<file path="config.mk">
export PLATFORM = sky130hd
export DESIGN_NAME = mul_div_unit
export DESIGN_NICKNAME = d
export VERILOG_FILES = /design/src/rtl/mdu_pkg.sv /design/src/rtl/mdu_div_step.sv /design/src/rtl/mul_div_unit.sv
export SDC_FILE = /design/constraint.sdc
export NUM_CORES = 1
export LEC_CHECK = 0
export BUFFER_PORTS_ARGS = -buffer_cell sky130_fd_sc_hd__buf_2
export CAP_MARGIN = 20
export CORE_ASPECT_RATIO = 1.4
export CORE_MARGIN = 2
export CORE_UTILIZATION = 40
export CTS_CLUSTER_SIZE = 16
export DETAILED_ROUTE_END_ITERATION = 8
export HOLD_SLACK_MARGIN = 0.08
export MAX_ROUTING_LAYER = met4
export PLACE_DENSITY_LB_ADDON = 0.08
export SYNTH_ARGS = -nofsm -noshare
export SYNTH_HDL_FRONTEND = slang
export SYNTH_HIERARCHICAL = 1
export SYNTH_SLANG_ARGS = --single-unit
</file>
<file path="constraint.sdc">
create_clock -name clk -period 8.7 [get_ports clk]
set_input_delay 0 -clock clk [delete_from_list [all_inputs] [get_ports clk]]
set_output_delay 0 -clock clk [all_outputs]
set_load 0.03 [all_outputs]
</file>
<file path="src/rtl/mdu_pkg.sv">
// rtl/mdu_pkg.sv - shared encodings and sizing helper for the multiply/divide unit
package mdu_pkg;

    // Operation select as driven on the op port
    typedef enum logic [1:0] {
        OP_MULT  = 2'b00,
        OP_MULTU = 2'b01,
        OP_DIV   = 2'b10,
        OP_DIVU  = 2'b11
    } mdu_op_e;

    // Sequencer states
    typedef enum logic [1:0] {
        IDLE = 2'd0,
        CALC = 2'd1,
        FIX  = 2'd2
    } mdu_state_e;

    // Iteration counter width: wide enough to hold WIDTH itself
    function automatic int mdu_cnt_width(input int width);
        return $clog2(width) + 1;
    endfunction

endpackage

</file>
<file path="src/rtl/mdu_div_step.sv">
// rtl/mdu_div_step.sv - one combinational restoring-division step
module mdu_div_step
    import mdu_pkg::*;
#(
    parameter int WIDTH = 32
) (
    input  logic [WIDTH-1:0] i_rem,
    input  logic             i_bit,
    input  logic [WIDTH-1:0] i_divisor,
    output logic [WIDTH-1:0] o_rem,
    output logic             o_qbit
);

    // Partial remainder is always below the divisor, so the shifted value and
    // the trial difference both fit in WIDTH+1 bits; the top bit is the sign.
    logic [WIDTH:0] w_shift;
    logic [WIDTH:0] w_diff;

    assign w_shift = {i_rem, i_bit};
    assign w_diff  = w_shift - {1'b0, i_divisor};
    assign o_qbit  = ~w_diff[WIDTH];
    assign o_rem   = o_qbit ? w_diff[WIDTH-1:0] : w_shift[WIDTH-1:0];

endmodule

</file>
<file path="src/rtl/mul_div_unit.sv">
// rtl/mul_div_unit.sv - iterative MULT/MULTU/DIV/DIVU unit with HI/LO (optional MTHI/MTLO via MDU_MTHILO_EN)
module mul_div_unit
    import mdu_pkg::*;
#(
    parameter int WIDTH = 32
) (
    input  logic             clk,
    input  logic             rst_n,
    input  logic             start,
    input  logic [1:0]       op,
    input  logic [WIDTH-1:0] rs,
    input  logic [WIDTH-1:0] rt,
`ifdef MDU_MTHILO_EN
    input  logic             hi_we,
    input  logic             lo_we,
    input  logic [WIDTH-1:0] wdata,
`endif
    output logic             busy,
    output logic             done,
    output logic [WIDTH-1:0] hi,
    output logic [WIDTH-1:0] lo
);

    localparam int CW = mdu_cnt_width(WIDTH);

    mdu_state_e         r_state;
    logic [CW-1:0]      r_cnt;
    logic               r_busy;
    logic               r_done;
    logic               r_is_div;
    logic               r_dz;
    logic               r_neg_q;
    logic               r_neg_r;
    // Multiply: {partial product high, multiplier/low product}.
    // Divide:   {partial remainder, dividend shifting out / quotient shifting in}.
    logic [2*WIDTH-1:0] r_acc;
    // Multiplicand for multiply, divisor for divide (magnitudes).
    logic [WIDTH-1:0]   r_b;
    logic [WIDTH-1:0]   r_hi;
    logic [WIDTH-1:0]   r_lo;

    logic               w_signed;
    logic [WIDTH-1:0]   w_abs_rs;
    logic [WIDTH-1:0]   w_abs_rt;
    logic [WIDTH:0]     w_sum;
    logic [WIDTH:0]     w_upper;
    logic [2*WIDTH-1:0] w_mul_next;
    logic [WIDTH-1:0]   w_new_rem;
    logic               w_qbit;
    logic [2*WIDTH-1:0] w_div_next;
    logic [2*WIDTH-1:0] w_prod_fix;
    logic [WIDTH-1:0]   w_quo_fix;
    logic [WIDTH-1:0]   w_rem_fix;

    assign w_signed = (op == OP_MULT) || (op == OP_DIV);
    assign w_abs_rs = (w_signed && rs[WIDTH-1]) ? -rs : rs;
    assign w_abs_rt = (w_signed && rt[WIDTH-1]) ? -rt : rt;

    // Shift-add step: conditional add into the high half keeps its carry,
    // which becomes the new top bit after the right shift.
    assign w_sum      = {1'b0, r_acc[2*WIDTH-1:WIDTH]} + {1'b0, r_b};
    assign w_upper    = r_acc[0] ? w_sum : {1'b0, r_acc[2*WIDTH-1:WIDTH]};
    assign w_mul_next = {w_upper, r_acc[WIDTH-1:1]};

    mdu_div_step #(
        .WIDTH(WIDTH)
    ) u_div_step (
        .i_rem     (r_acc[2*WIDTH-1:WIDTH]),
        .i_bit     (r_acc[WIDTH-1]),
        .i_divisor (r_b),
        .o_rem     (w_new_rem),
        .o_qbit    (w_qbit)
    );

    assign w_div_next = {w_new_rem, r_acc[WIDTH-2:0], w_qbit};

    // Sign correction is plain two's complement with wrap, which also makes
    // the most-negative / -1 division come out as 0x80..0 with zero remainder.
    assign w_prod_fix = r_neg_q ? -r_acc : r_acc;
    assign w_quo_fix  = r_neg_q ? -r_acc[WIDTH-1:0] : r_acc[WIDTH-1:0];
    assign w_rem_fix  = r_neg_r ? -r_acc[2*WIDTH-1:WIDTH] : r_acc[2*WIDTH-1:WIDTH];

    // Sequencer and datapath: accept in IDLE, iterate in CALC, correct and write in FIX
    always_ff @(posedge clk or negedge rst_n) begin
        if (!rst_n) begin
            r_state  <= IDLE;
            r_cnt    <= '0;
            r_busy   <= 1'b0;
            r_done   <= 1'b0;
            r_is_div <= 1'b0;
            r_dz     <= 1'b0;
            r_neg_q  <= 1'b0;
            r_neg_r  <= 1'b0;
            r_acc    <= '0;
            r_b      <= '0;
            r_hi     <= '0;
            r_lo     <= '0;
        end else begin
            case (r_state)
                IDLE: begin
                    r_done <= 1'b0;
                    if (start) begin
                        r_busy   <= 1'b1;
                        r_cnt    <= '0;
                        r_is_div <= op[1];
                        r_neg_q  <= w_signed & (rs[WIDTH-1] ^ rt[WIDTH-1]);
                        r_neg_r  <= w_signed & rs[WIDTH-1];
                        if (op[1]) begin
                            r_b <= w_abs_rt;
                            if (rt == '0) begin
                                // Divide by zero: keep raw rs for HI, finish next edge
                                r_dz    <= 1'b1;
                                r_acc   <= {{WIDTH{1'b0}}, rs};
                                r_state <= FIX;
                            end else begin
                                r_dz    <= 1'b0;
                                r_acc   <= {{WIDTH{1'b0}}, w_abs_rs};
                                r_state <= CALC;
                            end
                        end else begin
                            r_dz    <= 1'b0;
                            r_b     <= w_abs_rs;
                            r_acc   <= {{WIDTH{1'b0}}, w_abs_rt};
                            r_state <= CALC;
                        end
                    end
`ifdef MDU_MTHILO_EN
                    else begin
                        if (hi_we) r_hi <= wdata;
                        if (lo_we) r_lo <= wdata;
                    end
`endif
                end
                CALC: begin
                    r_acc <= r_is_div ? w_div_next : w_mul_next;
                    r_cnt <= r_cnt + 1'b1;
                    if (r_cnt == CW'(WIDTH - 1)) begin
                        r_state <= FIX;
                    end
                end
                FIX: begin
                    if (r_dz) begin
                        r_hi <= r_acc[WIDTH-1:0];
                        r_lo <= '1;
                    end else if (r_is_div) begin
                        r_hi <= w_rem_fix;
                        r_lo <= w_quo_fix;
                    end else begin
                        {r_hi, r_lo} <= w_prod_fix;
                    end
                    r_done  <= 1'b1;
                    r_busy  <= 1'b0;
                    r_cnt   <= '0;
                    r_state <= IDLE;
                end
                default: begin
                    r_state <= IDLE;
                end
            endcase
        end
    end

    assign busy = r_busy;
    assign done = r_done;
    assign hi   = r_hi;
    assign lo   = r_lo;

endmodule

</file>
Word-level counts from Yosys, hierarchy flattened

Cells that the tools add are included.

Bits in registers: 174
Input bits: 69
Word-level logic and storage cells: 73

$add $sub $neg: 8
Equal/unequal tests: 6
Mux-type cells: 29
Bitwise operators: 4
Reductions and logical operators: 14

Operators with widths:

| cell                  | number |
|---|---|
| $mux W32              | 11 |
| $mux W64              | 4 |
| $neg A32 Y32          | 4 |
| $pmux W64 S2          | 1 |
| $neg A64 Y64          | 1 |
| $add A32 B32 Y33      | 1 |
| $mux W33              | 1 |
| $sub A33 B32 Y33      | 1 |
| $logic_not A32 Y1     | 1 |
| $pmux W6 S3           | 1 |
| $reduce_and A2 Y1     | 5 |
| $mux W2               | 4 |
| $add A6 B1 Y6 const B | 1 |
| $eq A6 B5 Y1 const B  | 1 |
| $mux W6               | 1 |
| $eq A2 B2 Y1 const B  | 2 |
| $logic_not A2 Y1      | 2 |
| $ne A2 B2 Y1 const B  | 2 |
| $pmux W1 S2           | 2 |
| $pmux W2 S2           | 1 |
| $reduce_bool A2 Y1    | 2 |
| $mux W1               | 3 |
| $reduce_bool A3 Y1    | 1 |
| $and A1 B1 Y1         | 2 |
| other kinds (5)       | 6 |

Depth between registers and ports, before layout

Gate-level depths: netlist (run 1).

Word-level depth: 8
Depth in mapped cells: 19
Gate-level depth less buffers: 17

Hierarchy

The synthesis (run 1) kept the hierarchy.

Modules (own cells, without submodules):

| module       | instances | cells each | area an instance (µm²) | seq. area each (µm²) |
|---|---|---|---|---|
| mul_div_unit | 1         | 1698       | 13593.0                | 4354.2 |
| mdu_div_step | 1         | 305        | 2358.5                 | 0.0 |

Worst setup path after synthesis (run 1)

OpenSTA, ideal clock, no wires.

Kind: reg-to-reg
From: register r_acc[31]
To: register r_acc[55]
Setup time: 0.131 ns
Data arrival time: 3.648 ns
Path slack: 4.921 ns
Cell stages (with the launch flop): 20
Path through: dfrtp_1 -> inv_1 -> ha_1 -> fa_1 -> and2b_1 -> o2111ai_2 -> a21oi_2 -> o2111ai_1 -> a211oi_2 -> nor2_4 -> mux2i_4 -> and2_4 -> buf_12 -> inv_8 -> buf_12 -> mux2_4 -> nand2_1 -> o21ai_0 -> a32oi_1 -> o21ai_0

Word-level cells in the longest chain between the ends: 4

Ends and longest elaborated chain:

| item                   | RTL line            | source |
|---|---|---|
| start, declared        | mul_div_unit.sv:36  | `logic [2*WIDTH-1:0] r_acc;` |
| start signal, assigned | mul_div_unit.sv:113 | `r_acc <= {{WIDTH{1'b0}}, rs};` |
| start signal, assigned | mul_div_unit.sv:117 | `r_acc <= {{WIDTH{1'b0}}, w_abs_rs};` |
| start signal, assigned | mul_div_unit.sv:123 | `r_acc <= {{WIDTH{1'b0}}, w_abs_rt};` |
| $sub A33 B32 Y33       | mdu_div_step.sv:20  | `assign w_diff = w_shift - {1'b0, i_divisor};` |
| $mux W32               | mdu_div_step.sv:22  | `assign o_rem = o_qbit ? w_diff[WIDTH-1:0] : w_shift[WIDTH-1:0];` |
| net w_new_rem[23]      | mul_div_unit.sv:48  | `logic [WIDTH-1:0] w_new_rem;` |
| $mux W64               | mul_div_unit.sv:135 | `r_acc <= r_is_div ? w_div_next : w_mul_next;` |
| $pmux W64 S2           | mul_div_unit.sv:99  | `case (r_state)` |

The timed path passes the listed nets, and every way through them passes these cells.
A chain may end at the register's enable or synchronous reset.

Worst setup path in the final report (run 1)

Same ends and word-level chain as after synthesis.

==> impl_metrics.py, run 1 <==
metrics = {
    "critical_path": {
        "crit_top_cell": "o21ai_0",
        "cp_max_fo": 24,
        "slowest_delay_ps": 510,
        "path_class": "flip-flop to flip-flop",
        "r2r_slack_ps": 4460,
        "cp.required_ps": 9040,
        "path_cells": "inv_1, ha_1, fa_1, and2b_1, o2111ai_2, a21oi_2, o2111ai_1, a211oi_2, nor2_4, mux2i_4, and2_4, inv_8, mux2_4, nand2_1, o21ai_0, a32oi_1, o21ai_0",
        "cp-start-kind": "flip-flop",
        "cp_slowest_cell": "dfrtp_1",
        "arrival_ps": 4570,
        "reg2regPathDepth": 17,
        "r2r-start": "r_acc[31]$_DFFE_PN0P_",
        "r2r_end": "r_acc[55]$_DFFE_PN0P_",
        "end_kind": "flip-flop",
    },
    "detailed_routing": {
        "wl_met1_mm": 25.0,
        "drt-total-wl_mm": 62.8,
        "drtAntennaViolNets": 0,
        "drtIter0Drc": 1210,
        "via_per_inst": 6.06,
        "dr.pass1.iters": 6,
        "wl_per_cell_um": 23.7,
        "wl_met3_mm": 2.63,
        "drc": 0,
        "wl_met2_mm": 30.7,
        "num_vias": 16100,
        "highest_layer": "met4",
    },
    "power": {
        "switchingPower_mw": 4.62,
        "internal_power_mw": 3.99,
        "ir_drop_mv": 0.198,
        "power.density_nw_per_um2": 476,
        "sw_frac_of_total": 0.537,
        "clock_power_share": 0.092,
        "combinationalPowerShare": 0.678,
        "pwr-share-seq": 0.229,
        "static-leakage-power_nw": 7.77,
    },
    "timing": {
        "fmax_mhz": 236,
        "period_share": 0.487,
        "hold_viol": 0,
        "setup_viol": 0,
        "rsz0062_at_grt": "no",
        "maxSlewHeadroom": 0.303,
        "fin_tns_setup_ps": 0,
        "finClkSkew_ps": 16.5,
        "finalCriticalPeriod_ps": 4240,
        "drv_slew": 0,
        "worst_pin_slew_ps": 1040,
        "hold_slack_ps": 70.6,
    },
    "global_routing": {
        "grt_max_degree": 67,
        "antenna_found_initial": 0,
        "track_usage": 0.306,
        "overflow": 0,
        "grt_pass1_vias": 15500,
        "grt_pass1_wl_mm": 94.2,
    },
    "floorplan": {
        "start_util": 0.405,
        "fp.dieW_um": 173,
        "row_count": 86,
        "ioPinCount": 135,
        "core_um2": 39400,
        "die_area_um2": 41500,
        "die_y_um": 240,
    },
    "place": {
        "gp_congestion": 0.983,
        "dp_hpwl_mm": 46.8,
        "io_buffers": 134,
    },
    "synthesis": {
        "netlist_area_um2": 16000,
        "ys_ff_latch": 174,
        "synth-async-reset-ratio": 1.00,
        "synth_warnings": 6,
        "synth_edf_count": 0,
        "ys_seq_area_frac": 0.273,
        "yosys.area.top_type_share": 0.273,
        "postSynthAreaPerCell_um2": 7.96,
        "ys_types": 100,
        "synth_area_leaders": "dfrtp_1 (27%), o21ai_0 (6.3%), a21oi_1 (5.9%)",
        "syn_nets": 2143,
        "synth_top_cell_by_area": "dfrtp_1",
        "synth_ff_type": "dfrtp_1",
        "syn_inst": 2003,
    },
    "clock_network": {
        "clk_pin_slew_worst_paths_ps": 80,
        "clk_latency_ps": 460,
        "htreeDepth": 4,
        "root_buffer": "clkbuf_16",
        "cts.sinks": 174,
        "cts_buffer_depth": 2,
        "cts_setup_buffers": 0,
        "cts_inserted_buffers": 17,
        "cts_tree": "yes",
    },
    "worst_hold_path": {
        "worstHoldPathType": "primary input to asynchronous set/reset pin",
    },
    "layout": {
        "multi_input_area_um2": 10800,
        "nets": 2249,
        "drive_gt1_frac": 0.134,
        "seqCellArea_um2": 4360,
        "antenna-diode-count": 0,
        "fillers": 4022,
        "area_delta_synth_final_pct": 13.3,
    },
    "run": {
        "cap_violations": 0,
    },
    "outcome": {
        "outcome": "finished, final reports clean",
    },
}
-- cells by family after synthesis --
family          after synthesis  share of synthesized area
compound gates              658                      0.258
xor+xnor                    196                      0.108
fa+ha+maj                    71                     0.0566
buf+inv                     189                     0.0523
flops                       174                      0.273
mux                          90                     0.0655
simple gates                625                      0.187
-- cell type report --
cell class / instances / share of cell area
inverters: 59 / 0.0127
clock inverters: 14 / 0.00935
multi-input cells: 1640 / 0.597
well taps: 528 / 0.0366
clock buffers: 18 / 0.0237
flip-flops and latches: 174 / 0.241
repair buffers: 217 / 0.0798
-- cells in the final DEF, fill, tap and decap left out, types with 13 or more instances in the layout --
cell type,netlist,final
buf_2,3,133
xor2_1,106,106
or4_1,14,14
nor3_1,40,40
xnor2_1,90,90
nand4_1,19,19
or3_1,29,29
ha_1,69,69
mux2i_1,44,44
a21o_1,42,42
nor4_1,20,20
o21ai_0,200,200
dlygate4sd3_1,0,57
mux2_2,25,25
o31ai_1,26,26
nor2_1,168,165
mux2_4,20,20
nand3_1,36,36
inv_1,57,57
nand2_1,208,207
and3_1,24,24
a21oi_1,188,188
o22ai_1,21,21
a31oi_1,24,24
buf_4,4,26
clkbuf_16,0,17
or2_2,13,13
a221oi_1,21,21
dfrtp_1,174,173
-- worst max-delay path by stage --
stage,depth (start not counted),from,endpoint
final,17,r_acc[31]$_DFFE_PN0P_,r_acc[55]$_DFFE_PN0P_
after global routing,17,r_acc[31]$_DFFE_PN0P_,r_acc[55]$_DFFE_PN0P_
after CTS,17,r_acc[31]$_DFFE_PN0P_,r_acc[55]$_DFFE_PN0P_
after detailed placement,17,r_acc[31]$_DFFE_PN0P_,r_acc[55]$_DFFE_PN0P_
after global placement,17,r_acc[31]$_DFFE_PN0P_,r_acc[55]$_DFFE_PN0P_
after floorplan,19,r_acc[31]$_DFFE_PN0P_,r_acc[55]$_DFFE_PN0P_
-- registers in the layout (all words and copies together) (netlist names) --
register / cells
lo: 32
r_neg_r: 1
r_state: 2
r_acc: 64
r_cnt: 6
r_is_div: 1
r_b: 32
r_dz: 1
done: 1
r_neg_q: 1
hi: 32
busy: 1
-- per-layer routing --
layer | up-vias | global-route usage
met2 | 557 | 0.514
met1 | 7808 | 0.350
met3 | 178 | 0.0280
li1 | 7509 | -
met5 | - | -
met4 | 0 | 0.202
-- worst max-delay path: cells and delay by family (launching register included) --
kind                     cells  cell delay, ps
AO/OA/AOI/OAI                7            1350
adder cells (fa/ha/maj)      2             630
buffers and inverters        2             210
flip-flops                   1             510
multiplexers                 2             670
AND/OR/NAND/NOR              4             730
-- power groups by stage --
stage	clock (mW)	combinational (mW)	sequential, mW
floorplan	0	4.19	1.82
global placement	0	5.63	1.96
detailed placement	0	5.63	1.97
CTS	0.809	5.78	1.95
global route	0.840	6.38	2.01
finish	0.795	5.84	1.97
-- cell usage after synthesis, types with 5 or more instances --
library cell  number
or4_1             14
nand2_1          208
o21ai_0          200
xnor2_1           90
nand3_1           36
dfrtp_1          174
buf_1             10
a211oi_1          11
o31ai_1           26
o21a_1            12
nor2b_1           14
nor2_1           168
a32oi_1            8
o22ai_1           21
o41ai_1           12
xor2_1           106
o2111ai_1          6
o21bai_1           8
mux2_4            20
or2_2             13
inv_1             57
a21oi_1          188
o221ai_1           5
clkbuf_1         101
a221oi_1          21
nand4_1           19
ha_1              69
nor3_1            40
mux2_2            25
mux2i_1           44
nor4_1            20
nand2b_1           9
and3_1            24
a31oi_1           24
or3_1             29
a22oi_1            7
a21o_1            42
o211ai_1          10
nor3b_1            7
-- stage by stage --
step           cell area (um2)  worst slack (ps)  utilization  instances  total power [mW]
2_1_floorplan            16000              4920            -       2003              6.01
3_3_place_gp             16900              4590        0.429       2561              7.58
3_5_place_dp             16900              4520        0.429       2561              7.60
4_1_cts                  18100              4520        0.459       2650              8.53
5_1_grt                  18100              4170        0.459       2650              9.22
6_report                 18100              4460        0.459       2650              8.61
-- what timing repair did --
action | in CTS | in global routing
setup endpoints to repair | 0 | 0
hold buffers | 57 | 0
gates resized for setup | 0 | 0
hold endpoints to repair | 106 | 0
Power figures use the tool's default switching activity.
==> inputs of run 2 (changes only) <==
clock period = 3.6 ns   (was 8.7 ns; I/O delays follow)
==> impl_metrics.py, run 2 (synthesized netlist as in run 1, its figures left out) <==
metrics = {
    "timing": {
        "rsz0062_at_grt": "yes",
        "fin_tns_setup_ps": 0,
        "finClkSkew_ps": 14.8,
        "setup_viol": 0,
        "drv_slew": 0,
        "maxSlewHeadroom": 0.327,
        "period_share": 0.976,
        "hold_viol": 0,
        "finalCriticalPeriod_ps": 3510,
        "worst_pin_slew_ps": 1010,
        "fmax_mhz": 285,
        "hold_slack_ps": 81.0,
    },
    "global_routing": {
        "track_usage": 0.323,
        "grt_pass1_vias": 15900,
        "overflow": 0,
        "antenna_found_initial": 0,
        "grt_pass1_wl_mm": 98.6,
        "grt_max_degree": 76,
    },
    "place": {
        "gp_congestion": 1.01,
        "io_buffers": 134,
        "place_area_um2": 17800,
        "dp_hpwl_mm": 50.8,
    },
    "clock_network": {
        "htreeDepth": 4,
        "root_buffer": "clkbuf_16",
        "cts_buffer_depth": 2,
        "clk_latency_ps": 460,
        "cts_tree": "yes",
        "clk_pin_slew_worst_paths_ps": 80,
        "cts_inserted_buffers": 17,
        "cts.sinks": 174,
    },
    "critical_path": {
        "arrival_ps": 3870,
        "end_kind": "flip-flop",
        "path_cells": "ha_2, fa_2, and2b_1, o2111ai_2, a21oi_2, o2111ai_2, a211oi_2, nor2_4, mux2i_4, and2_4, clkinv_8, buf_4, mux2_4, a2bb2oi_1, a32o_1",
        "r2r-start": "r_b[0]$_DFFE_PN0P_",
        "r2r_end": "r_acc[59]$_DFFE_PN0P_",
        "critical-path-top-delay-family": "compound AO/OA/AOI/OAI gates",
        "cp_max_fo": 12,
        "cp_slowest_cell": "dfrtp_1",
        "critical_path_buf_inv_count": 2,
        "slowest_delay_ps": 400,
        "cp.required_ps": 3950,
        "crit_top_cell": "o2111ai_2",
        "path_class": "flip-flop to flip-flop",
        "cp-start-kind": "flip-flop",
        "r2r_slack_ps": 90,
        "reg2regPathDepth": 15,
    },
    "detailed_routing": {
        "drtIter0Drc": 1228,
        "num_vias": 16400,
        "dr.pass1.iters": 6,
        "drc": 0,
        "drtAntennaViolNets": 0,
        "via_per_inst": 5.96,
        "wl_per_cell_um": 24.1,
        "drt-total-wl_mm": 66.5,
    },
    "floorplan": {
        "start_util": 0.405,
        "die_y_um": 240,
        "ioPinCount": 135,
        "fp.dieW_um": 173,
        "die_area_um2": 41500,
        "core_um2": 39400,
        "row_count": 86,
    },
    "worst_hold_path": {
        "min_from": "rt[16]",
        "min_to": "r_b[16]$_DFFE_PN0P_",
        "worstHoldPathType": "primary input to flip-flop",
        "whs_path_depth": 4,
    },
    "power": {
        "static-leakage-power_nw": 8.35,
        "power.density_nw_per_um2": 1180,
        "ir_drop_mv": 0.470,
        "power_mw": 22.4,
    },
    "layout": {
        "largest_reg_flops": 64,
        "nets": 2358,
        "area_delta_synth_final_pct": 19.2,
        "drive_gt1_frac": 0.184,
        "layout_common_cells": "nand2_1 (206), o21ai_0 (193), a21oi_1 (188)",
        "regMostFlops": "r_acc",
        "final_common_cell": "nand2_1",
        "fin_area_um2": 19000,
        "fillers": 4099,
    },
    "outcome": {
        "outcome": "finished, final reports clean",
    },
    "run": {
        "cap_violations": 0,
    },
}
## run 2: cell types whose count changed in the layout (fill, tap and decap cells not counted), moves of 3 or more
cell           delta
o21ai_0           -7
o21ai_1           +6
inv_8             -5
buf_12            +3
dlygate4sd3_1     -6
clkinv_8          +5
buf_4           +110
## run 2: repair_timing
item,in CTS,in global routing
resized for setup,0,19
hold endpoints to repair,113,0
buffers inserted,0,7
setup endpoints to repair,0,13
hold buffers,51,0
## run 2: how the worst max path moves through the flow
stage | depth (start not counted) | endpoint | start | slack (ps)
after floorplan | 18 | r_acc[50]$_DFFE_PN0P_ | r_acc[31]$_DFFE_PN0P_ | -5
after global placement | 15 | r_acc[50]$_DFFE_PN0P_ | r_b[0]$_DFFE_PN0P_ | 130
after detailed placement | 16 | r_acc[61]$_DFFE_PN0P_ | r_b[0]$_DFFE_PN0P_ | 100
after CTS | 16 | r_acc[61]$_DFFE_PN0P_ | r_b[0]$_DFFE_PN0P_ | 90
after global routing | 15 | r_acc[50]$_DFFE_PN0P_ | r_b[0]$_DFFE_PN0P_ | -40
final | 15 | r_acc[59]$_DFFE_PN0P_ | r_b[0]$_DFFE_PN0P_ | 90
## run 2: power by group
group	internal, mW	leakage (nW)	switching [mW]
registers	2.92	2.11	0.881
logic	6.76	5.93	9.81
clock network	0.961	0.300	1.05
## run 2: cell type report
type	instances	area [um2]	share of cell area
Antenna cell	1	2.50	0.000132
Clock buffer	17	425	0.0224
Clock inverter	15	213	0.0112
Inverter	59	234	0.0123
Multi-Input combinational cell	1640	10800	0.570
Sequential cell	174	4360	0.229
Tap cell	528	661	0.0347
Timing Repair Buffer	326	2290	0.121
## run 2: routing by layer
layer / track usage / routed length, um / share of wire
met4: 0.200 / 4530 / 0.068
met3: 0.0357 / 3230 / 0.049
met5: - / 0 / 0
met1: 0.363 / 25900 / 0.39
met2: 0.555 / 32900 / 0.49
## run 2: worst reg2reg max path: stages, from the launching register on
cell       delay [ps]
dfrtp_1           400
ha_2              210
fa_2              350
and2b_1           230
o2111ai_2         140
a21oi_2           240
o2111ai_2         140
a211oi_2          310
nor2_4             70
mux2i_4           180
and2_4            210
clkinv_8          100
buf_4             160
mux2_4            280
a2bb2oi_1         130
a32o_1            250
## run 2: per-stage QoR
stage          setup WS [ps]   util  instances
5_1_grt                -37.9  0.483       2759
4_1_cts                 89.4  0.480       2752
3_3_place_gp             133  0.451       2669
6_report                87.6  0.483       2760
2_1_floorplan          -4.93      -       2003
3_5_place_dp             104  0.451       2669
==> inputs of run 3 (changes only) <==
RECOVER_POWER = 100   (was unset)
==> impl_metrics.py, run 3 (synthesized netlist as in run 1, its figures left out) <==
metrics = {
    "outcome": {
        "outcome": "finished, violations left",
        "violations": "capacitance limit, slew limit",
    },
    "critical_path": {
        "r2r_end": "hi[12]$_DFFE_PN0P_",
        "cp_max_fo": 12,
        "critical-path-top-delay-family": "simple AND/OR/NAND/NOR gates",
        "cp_slowest_cell": "o41ai_1",
        "arrival_ps": 3820,
        "reg2regPathDepth": 8,
        "path_class": "flip-flop to flip-flop",
        "slowest_delay_ps": 770,
        "r2r_slack_ps": 50,
        "cp.required_ps": 3870,
        "r2r-start": "r_acc[11]$_DFFE_PN0P_",
        "path_cells": "or4_4, or4b_1, o41ai_1, a22oi_1, xnor2_1, nor2_1, a21oi_1, o21ai_1",
        "end_kind": "flip-flop",
        "cp-start-kind": "flip-flop",
        "critical_path_buf_inv_count": 0,
    },
    "floorplan": {
        "start_util": 0.405,
        "die_y_um": 240,
        "row_count": 86,
        "core_um2": 39400,
        "die_area_um2": 41500,
        "fp.dieW_um": 173,
        "ioPinCount": 135,
    },
    "layout": {
        "area_delta_synth_final_pct": 18.0,
        "fin_util": 0.478,
        "layout_common_cells": "nand2_1 (207), o21ai_0 (195), a21oi_1 (188)",
        "largest_reg_flops": 64,
        "drive_gt1_frac": 0.148,
        "final_common_cell": "nand2_1",
        "regMostFlops": "r_acc",
        "fillers": 4144,
        "nets": 2358,
    },
    "clock_network": {
        "cts.sinks": 174,
        "root_buffer": "clkbuf_16",
        "clk_latency_ps": 460,
        "htreeDepth": 4,
        "cts_tree": "yes",
        "cts_buffer_depth": 2,
        "cts_inserted_buffers": 17,
        "clk_pin_slew_worst_paths_ps": 80,
    },
    "power": {
        "switchingPower_mw": 11.8,
        "clock_power_share": 0.090,
        "ir_drop_mv": 0.476,
        "pwr-share-seq": 0.171,
        "sw_frac_of_total": 0.528,
        "combinationalPowerShare": 0.739,
        "static-leakage-power_nw": 8.10,
        "internal_power_mw": 10.5,
        "power.density_nw_per_um2": 1180,
    },
    "run": {
        "cap_violations": 2,
    },
    "detailed_routing": {
        "wl_per_cell_um": 24.1,
        "via_per_inst": 5.98,
        "drtAntennaViolNets": 0,
        "wl_met1_mm": 25.5,
        "wl_met2_mm": 33.1,
        "dr.pass1.iters": 6,
        "drc": 0,
        "highest_layer": "met4",
        "drtIter0Drc": 1202,
        "drt-total-wl_mm": 66.5,
        "num_vias": 16500,
        "wl_met3_mm": 3.40,
    },
    "timing": {
        "setup_viol": 0,
        "drv_slew": 130,
        "maxSlewHeadroom": -0.431,
        "worst_pin_slew_ps": 2150,
        "fmax_mhz": 282,
        "finClkSkew_ps": 14.8,
        "hold_viol": 0,
        "rsz0062_at_grt": "yes",
        "finalCriticalPeriod_ps": 3550,
        "fin_tns_setup_ps": 0,
        "period_share": 0.987,
    },
    "worst_hold_path": {
        "worstHoldPathType": "primary input to flip-flop",
        "whs_path_depth": 4,
        "min_from": "rt[16]",
        "min_to": "r_b[16]$_DFFE_PN0P_",
    },
    "place": {
        "io_buffers": 134,
        "dp_hpwl_mm": 50.8,
        "gp_congestion": 1.01,
    },
    "global_routing": {
        "grt_pass1_vias": 15900,
        "antenna_found_initial": 0,
        "track_usage": 0.323,
        "overflow": 0,
        "grt_max_degree": 76,
        "grt_pass1_wl_mm": 98.6,
    },
}
run 3: layer usage:
| layer | up-vias | global-route usage |
|---|---|---|
| li1 | 7714 | - |
| met1 | 8046 | 0.363 |
| met2 | 587 | 0.555 |
| met3 | 155 | 0.0357 |
| met4 | 0 | 0.200 |
| met5 | - | - |
run 3: worst max path at each step:
| stage | start | endpoint | slack [ps] | depth (start not counted) |
|---|---|---|---|---|
| after floorplan | r_acc[31]$_DFFE_PN0P_ | r_acc[50]$_DFFE_PN0P_ | -5 | 18 |
| after global placement | r_b[0]$_DFFE_PN0P_ | r_acc[50]$_DFFE_PN0P_ | 130 | 15 |
| after detailed placement | r_b[0]$_DFFE_PN0P_ | r_acc[61]$_DFFE_PN0P_ | 100 | 16 |
| after CTS | r_b[0]$_DFFE_PN0P_ | r_acc[61]$_DFFE_PN0P_ | 90 | 16 |
| after global routing | r_acc[32]$_DFFE_PN0P_ | hi[14]$_DFFE_PN0P_ | -40 | 11 |
| final | r_acc[11]$_DFFE_PN0P_ | hi[12]$_DFFE_PN0P_ | 50 | 8 |
run 3: power groups by stage:
stage	clock (mW)	sequential, mW	combinational, mW
global placement	0	3.81	15.7
detailed placement	0	3.83	15.7
finish	2.01	3.81	16.4
CTS	2.04	3.79	16.1
floorplan	0	4.39	10.1
global route	2.12	3.91	17.7
run 3: worst register-to-register path, stage by stage, from the launching register on:
cell and delay, ps:
dfrtp_1 410, or4_4 570, or4b_1 760, o41ai_1 770, a22oi_1 240, xnor2_1 210, nor2_1 70, a21oi_1 260
o21ai_1 90
run 3: metrics by stage:
step           hold WS (ps)  instances  setup slack, ps  cell area [um2]  total power, mW
2_1_floorplan          -296       2003            -4.93            16000             14.5
3_3_place_gp           99.9       2669              133            17800             19.5
3_5_place_dp           97.0       2669              104            17800             19.6
4_1_cts                80.8       2752             89.4            18900             21.9
5_1_grt                 120       2759            -39.4            18800             23.8
6_report               77.8       2760             48.3            18800             22.3
run 3: area by class of cell:
class	count	area, um2	area share
Sequential cell	174	4360	0.231
Antenna cell	1	2.50	0.000133
Multi-Input combinational cell	1640	10800	0.572
Clock inverter	15	213	0.0113
Timing Repair Buffer	326	2160	0.115
Inverter	59	234	0.0124
Tap cell	528	661	0.0351
Clock buffer	17	425	0.0226
run 3: what timing repair did:
action | CTS | global route
setup buffers | 0 | 7
resized for setup | 0 | 19
hold buffers | 51 | 0
endpoints found under the setup margin | 0 | 13
endpoints found under the hold margin | 113 | 0
